$ cat src/rtl/loader_pkg.sv
// loader_pkg: shared state encoding and default widths for program_loader and program_ram
package loader_pkg;
  localparam int DEF_ADDR_WIDTH = 4;
  localparam int DEF_DATA_WIDTH = 8;
  localparam int CHK_MOD = 2 ** DEF_DATA_WIDTH;
  typedef enum logic [2:0] {
    S_IDLE  = 3'd0,
    S_LOAD  = 3'd1,
    S_CHECK = 3'd2,
    S_RUN   = 3'd3,
    S_ERROR = 3'd4
  } state_t;
endpackage

$ cat src/rtl/program_ram.sv
// program_ram: 2**ADDR_WIDTH x DATA_WIDTH RAM; ports clk, rst_n (async clear all words), we/waddr/wdata (sync write), raddr/rdata (async read)
module program_ram #(
  parameter int ADDR_WIDTH = 4,
  parameter int DATA_WIDTH = 8
) (
  input  logic                  clk,
  input  logic                  rst_n,
  input  logic                  we,
  input  logic [ADDR_WIDTH-1:0] waddr,
  input  logic [DATA_WIDTH-1:0] wdata,
  input  logic [ADDR_WIDTH-1:0] raddr,
  output logic [DATA_WIDTH-1:0] rdata
);
  logic [DATA_WIDTH-1:0] mem [2**ADDR_WIDTH];
  always_ff @(posedge clk or negedge rst_n)
    if (!rst_n) mem <= '{default: '0};
    else if (we) mem[waddr] <= wdata;
  assign rdata = mem[raddr];
endmodule

$ cat src/rtl/program_loader.sv
// program_loader: streams LEN+1 bytes into program RAM and holds the CPU in reset until loaded (checksum byte verified when PROGRAM_LOADER_CHECKSUM_EN); ports clk, rst_n, start, len, in_data/in_valid/in_ready, addr/data read port, cpu_rst, busy, done, err
module program_loader
  import loader_pkg::*;
#(
  parameter int ADDR_WIDTH = DEF_ADDR_WIDTH,
  parameter int DATA_WIDTH = DEF_DATA_WIDTH
) (
  input  logic                  clk,
  input  logic                  rst_n,
  input  logic                  start,
  input  logic [ADDR_WIDTH-1:0] len,
  input  logic [DATA_WIDTH-1:0] in_data,
  input  logic                  in_valid,
  output logic                  in_ready,
  input  logic [ADDR_WIDTH-1:0] addr,
  output logic [DATA_WIDTH-1:0] data,
  output logic                  cpu_rst,
  output logic                  busy,
  output logic                  done,
  output logic                  err
);
  state_t state, state_n;
  logic [ADDR_WIDTH-1:0] ptr, len_q;
  logic xfer, idle_like;
  assign xfer = in_valid && in_ready;
  assign idle_like = state == S_IDLE || state == S_RUN || state == S_ERROR;
`ifdef PROGRAM_LOADER_CHECKSUM_EN
  logic [DATA_WIDTH-1:0] sum;
  always_ff @(posedge clk or negedge rst_n)
    if (!rst_n) sum <= '0;
    else if (start && idle_like) sum <= '0;
    else if (xfer && state == S_LOAD) sum <= sum + in_data;
`endif
  always_ff @(posedge clk or negedge rst_n)
    if (!rst_n) begin
      state <= S_IDLE;
      ptr   <= '0;
      len_q <= '0;
    end else begin
      state <= state_n;
      if (start && idle_like) begin
        ptr   <= '0;
        len_q <= len;
      end else if (xfer && state == S_LOAD) ptr <= ptr + 1'b1;
    end
  always_comb begin
    state_n = state;
    case (state)
      S_IDLE, S_RUN, S_ERROR: if (start) state_n = S_LOAD;
`ifdef PROGRAM_LOADER_CHECKSUM_EN
      S_LOAD:  if (xfer && ptr == len_q) state_n = S_CHECK;
      S_CHECK: if (xfer) state_n = DATA_WIDTH'(sum + in_data) == '0 ? S_RUN : S_ERROR;
`else
      S_LOAD:  if (xfer && ptr == len_q) state_n = S_RUN;
`endif
      default: state_n = S_IDLE;
    endcase
  end
  always_comb begin
    in_ready = state == S_LOAD || state == S_CHECK;
    busy     = in_ready;
    done     = state == S_RUN;
    cpu_rst  = state != S_RUN;
`ifdef PROGRAM_LOADER_CHECKSUM_EN
    err      = state == S_ERROR;
`else
    err      = 1'b0;
`endif
  end
  program_ram #(.ADDR_WIDTH(ADDR_WIDTH), .DATA_WIDTH(DATA_WIDTH)) u_ram (
    .clk   (clk),
    .rst_n (rst_n),
    .we    (xfer && state == S_LOAD),
    .waddr (ptr),
    .wdata (in_data),
    .raddr (addr),
    .rdata (data)
  );
endmodule

$ cat config.mk
export PLATFORM = sky130hd
export DESIGN_NAME = program_loader
export DESIGN_NICKNAME = d
export VERILOG_FILES = /design/src/rtl/loader_pkg.sv /design/src/rtl/program_ram.sv /design/src/rtl/program_loader.sv
export SDC_FILE = /design/constraint.sdc
export NUM_CORES = 1
export LEC_CHECK = 0
export ABC_AREA = 1
export CAP_MARGIN = 20
export CORE_MARGIN = 5
export CORE_UTILIZATION = 40
export CTS_CLUSTER_SIZE = 24
export DETAILED_ROUTE_END_ITERATION = 7
export PLACE_DENSITY = 0.55
export SLEW_MARGIN = 20
export SYNTH_ARGS = -nofsm -noshare
export SYNTH_HDL_FRONTEND = slang
export SYNTH_SLANG_ARGS = --single-unit
$ cat constraint.sdc
create_clock -name clk -period 4.45 [get_ports clk]
set_input_delay 0.89 -clock clk [delete_from_list [all_inputs] [get_ports clk]]
set_output_delay 0.89 -clock clk [all_outputs]
set_load 0.01 [all_outputs]
Yosys cells after proc, flatten, opt, wreduce, memory -nomap -nowiden:

Cells that the tools add are included.

* output and inout port bits: 13
* logic and storage cells: 56
* register bits after elaboration: 139

* reduce and logical (&&, ||, !) cells: 12
* bitwise operators: 2
* mux-type cells: 11
* equality and inequality tests: 8
* $add $sub $neg: 1
* $lt $le $gt $ge: 3

Operators by type and width (count)
* 128-bit bitwise mux: 1
* 8-bit binary-select mux with 4-bit select: 1
* 8-bit demux with 4-bit select: 1
* 8-bit two-way mux: 3
* 5-bit >= comparator, second input constant: 2
* 4-bit inverter with 5-bit output: 2
* 4-bit two-way mux: 2
* 3-bit by 2-bit equality test with 1-bit output, second input constant: 2
* 3-bit two-way mux: 2
* 3-bit one-hot mux with 2 select lines: 1
* 1-bit logical AND: 5
* 5-bit by 1-bit < comparator with 1-bit output, second input constant: 1
* 4-bit by 1-bit adder with 4-bit output, second input constant: 1
* 4-bit equality test: 1
* 3-bit by 1-bit equality test with 1-bit output, second input constant: 1
* 3-bit equality test, second input constant: 1
* 3-bit logical NOT: 1
* 1-bit logical OR: 3
* 3-bit by 2-bit != test with 1-bit output, second input constant: 1
* 3-bit OR reduction: 1
* 2-bit by 1-bit != test with 1-bit output, second input constant: 1
* 2-bit != test, second input constant: 1
* 2-bit AND reduction: 1
* 2-bit nonzero test: 1

Longest topological paths before layout:

* word-level depth: 6
* gate-level depth with buffers: 9

Cells and area by module:

From an unflattened synthesis, not the netlist that was laid out.

* cells, all modules: 912
* area total of the unflattened synthesis: 6870.3 sq um

By module, submodules not included
* program_ram: area each 6262.3 sq um, instances 1, cells each 834
* program_loader: area each 608.1 sq um, instances 1, cells each 78

Worst setup path before layout:

OpenSTA, ideal clock, no wires.

* path kind: input-to-output
* start: input port addr[0]
* end: output port data[4]
* cell stages on the path: 7
* data arrival time: 1.732 ns
* path buffers: 3
* path slack: 1.828 ns
* required time: 3.560 ns
* path through: buf_2 buf_4 buf_2 o211ai_1 nand3_1 nand3_1 nand2_1

* cells in the longest elaborated chain, start to end: 4

RTL lines
* from (decl): RTL line program_loader.sv:15 `input logic [ADDR_WIDTH-1:0] addr,`
* 4-bit inverter with 5-bit output (not written as such): RTL line program_ram.sv:18 `assign rdata = mem[raddr];`
* 8-bit binary-select mux with 4-bit select: RTL line program_ram.sv:18
* 8-bit two-way mux (not written as such) (2 in series): RTL line program_ram.sv:18
* to (decl): RTL line program_loader.sv:16 `output logic [DATA_WIDTH-1:0] data,`

Every way passes these cells. The select of a mux whose other input is x is not followed.

Worst setup path in the final report:

* start: input port addr[0]
* end: output port data[6]

Same word-level chain as after synthesis.

==> summary.md <==
| Metric | Value |
|---|---|
| Fraction of layout cells with a size suffix above 1 | 9.90% |
| Synth Cell Area | 6770 µm² |
| Final antenna-violating net count | 0 |
| CP arrival | 2.86 ns |
| Post-Route WL | 18.0 mm |
| Routed len/inst | 16.4 µm |
| Clock Path Buffers | 2 |
| HPWL after DPL | 11.6 mm |
| RSZ-0062 raised after global routing | false |
| Routing usage on met3 | 3.48% |
| Critical path data required time | 3.56 ns |
| Port Buffers | 31 |
| Met2 Usage GRT | 30.3% |
| Synth Warn # | 0 |
| Vias per cell | 5.05 |
| Die Ht | 140 µm |
| Final Skew | 0.00428 ns |
| Post-synthesis adder-cell area fraction | 1.48% |
| Total Power | 4.16 mW |
| DRT Pass-1 Iters | 5 |
| Fin nets | 894 |
| Sink Count | 138 |
| First-pass GRT wire length | 29.5 mm |
| Total die area | 19600 µm² |
| Post-Synthesis Cells | 859 |
| Clock-pin slew on the worst setup and hold paths | 0.06 ns |
| Largest net degree at the start of global routing | 86 |
| Final Hold Fails | 0 |
| Peak VDD IR | 0.284 mV |
| CP Max Fanout | 67 |
| Gr busiest metal | met2 |
| Antenna Cells | 0 |
| Initial Utilization | 40.8% |
| Ports | 33 |
| GPL Wtd Cong | 0.818 |
| Status | complete, no violations |
| Post-layout util | 47.1% |
| Endpoint type of the worst setup path | primary output |
| GRT Util Overall | 19.1% |
| Post-CTS Resized | 0 |
| Worst-margin pin slew | 0.812 ns |
| Met1 Track Usage GR | 25.7% |
| Seq cells post-synth | 138 |
| Grt ovf | 0 |
| DRC viols | 0 |
| Crit share post-route | 84.3% |
| Seq/Total Area, Yosys | 51.0% |
| Sequential power share | 40.8% |
| Simple-Gate Fraction of Synth Area | 27.8% |
| Synth Area in Compound Gates | 12.4% |
| Area delta synth->final | 15.3% |
| # rows | 47 |
| CORE AREA | 16600 µm² |
| Synth Area in XOR/XNOR | 0.129% |
| P_int | 2.90 mW |
| Post-synthesis mux area share | 0% |
| Setup CP Type | in -> out |
| TNS Setup | 0 ns |
| Slew Viols, Final | 0 |
| CTS Buf Count | 17 |
| Final Setup Violations | 0 |
| Psw | 1.27 mW |
| Max Cap Viol | 0 |
| Hold Crit Class | reg -> reg |
| Total number of vias | 5555 |
| CTS root buf | clkbuf_16 |
| H-tree depth | 4 |
| Post-CTS Setup Bufs | 0 |
| Sw frac | 30.4% |
| Clock Latency Late Sink | 0.43 ns |
| DIE WIDTH | 140 µm |
| Critical path launch point type | input pin |
| Largest family of logic cells by synthesized area | simple AND/OR/NAND/NOR gates |
| Comb pwr share | 22.0% |
| Pwr per Cell Area | 534 nW/µm² |
| Antenna violations before repair | 0 |
| Hold buffers post-CTS | 0 |
| Max Clock Freq | 0.267 GHz |
| Leakage | 3.74 nW |
| Clock power share | 37.2% |
| CTS tree | done |
| DRT iter0 DRCs | 505 |
| Number of global-route vias before repair | 5441 |
| Post-synthesis cell type count | 27 |
| Period minus WS final | 3.75 ns |
| Syn Area/Cell | 7.88 µm² |
| Post-Syn Nets | 887 |
| Slew HR | 45.8% |
per-layer routing:
metal | routed length [µm] | share of wire, % | vias to the layer above
met4 | 578 | 3.2 | 0
li1 | - | - | 2742
met2 | 8440 | 47 | 150
met5 | 0 | 0 | -
met3 | 806 | 4.5 | 33
met1 | 8180 | 45 | 2630
sequential cells by signal, summed over array words and instances, names as in the netlist:
name / flops
u_ram.mem: 128
state: 2
len_q: 4
ptr: 4
power by group through the flow:
stage               Clock, mW  Sequential [mW]  Combinational [mW]
floorplan                   0             1.67               0.675
global placement            0             1.71               0.901
detailed placement          0             1.72               0.923
CTS                      1.57             1.70               0.928
global route             1.64             1.73                1.06
finish                   1.55             1.70               0.915
layout by cell type (no fill, tap or decap), types with 2 or more instances in the layout:
| cell type | instances |
|---|---|
| nand3_1 | 59 |
| nand2_2 | 16 |
| clkdlybuf4s50_1 | 29 |
| o211ai_1 | 3 |
| buf_4 | 6 |
| clkbuf_16 | 17 |
| clkbuf_8 | 5 |
| inv_1 | 47 |
| nor2_1 | 33 |
| nor2_4 | 6 |
| dfrtp_1 | 138 |
| o21ai_2 | 17 |
| o21ai_0 | 77 |
| bufinv_16 | 4 |
| o21ai_1 | 51 |
| ha_1 | 8 |
| buf_12 | 2 |
| nand2_1 | 340 |
| inv_2 | 4 |
| clkinvlp_4 | 5 |
layout make-up:
class | instances | area [µm²]
Clock buffer | 22 | 494
Clock inverter | 10 | 163
Fill cell | 1647 | 8780
Inverter | 51 | 191
Multi-Input combinational cell | 619 | 2840
Sequential cell | 138 | 3450
Tap cell | 220 | 275
Timing Repair Buffer | 39 | 392
metrics by stage:
step	hold WS (ns)	setup slack [ns]	area (µm²)	std cells
3_3_place_gp	0.463	0.718	7150	1067
6_report	0.481	0.698	7800	1099
2_1_floorplan	0.448	1.83	6770	859
4_1_cts	0.484	0.743	7800	1099
5_1_grt	0.495	0.588	7800	1099
3_5_place_dp	0.469	0.757	7150	1067
kinds of logic after synthesis:
kind of cell	Yosys count
AO/OA/AOI/OAI	152
buffers and inverters	102
flip-flops	138
adder cells (fa/ha/maj)	8
XOR/XNOR	1
other	1
AND/OR/NAND/NOR	457
Yosys cell counts (all sizes together):
library cell / count / area (µm²)
buf: 34 / 226
ha: 8 / 100
a211oi: 1 / 7.51
dfrtp: 138 / 3450
a21oi: 1 / 5.00
nor3: 1 / 5.00
clkbuf: 17 / 63.8
conb: 1 / 3.75
o21ai: 145 / 790
nor2: 40 / 198
o21bai: 1 / 7.51
nand2: 357 / 1390
nand3: 59 / 295
a31oi: 1 / 6.26
inv: 51 / 191
xnor2: 1 / 8.76
o211ai: 3 / 22.5
final timing paths:
check | from | end | slack (ns) | cells past startpoint
min in group asynchronous | rst_n | u_ram.mem[78] | 0.52 | 1
min | u_ram.mem[57] | u_ram.mem[57] | 0.48 | 2
min reg2reg | u_ram.mem[57] | u_ram.mem[57] | 0.48 | 2
max | addr[0] | data[6] | 0.70 | 9
max reg2reg | state[1] | u_ram.mem[39] | 2.70 | 7
max in group asynchronous | rst_n | ptr[3] | 3.02 | 2
critical path, stage by stage:
cell and delay [ns]:
buf_2 0.09, buf_4 0.59, nor2_1 0.16, nor2_1 0.11, o21ai_0 0.09, nand3_1 0.09, nand3_1 0.16, nand2_1 0.10
clkdlybuf4s50_1 0.53
(Power assumes the default switching activity.)
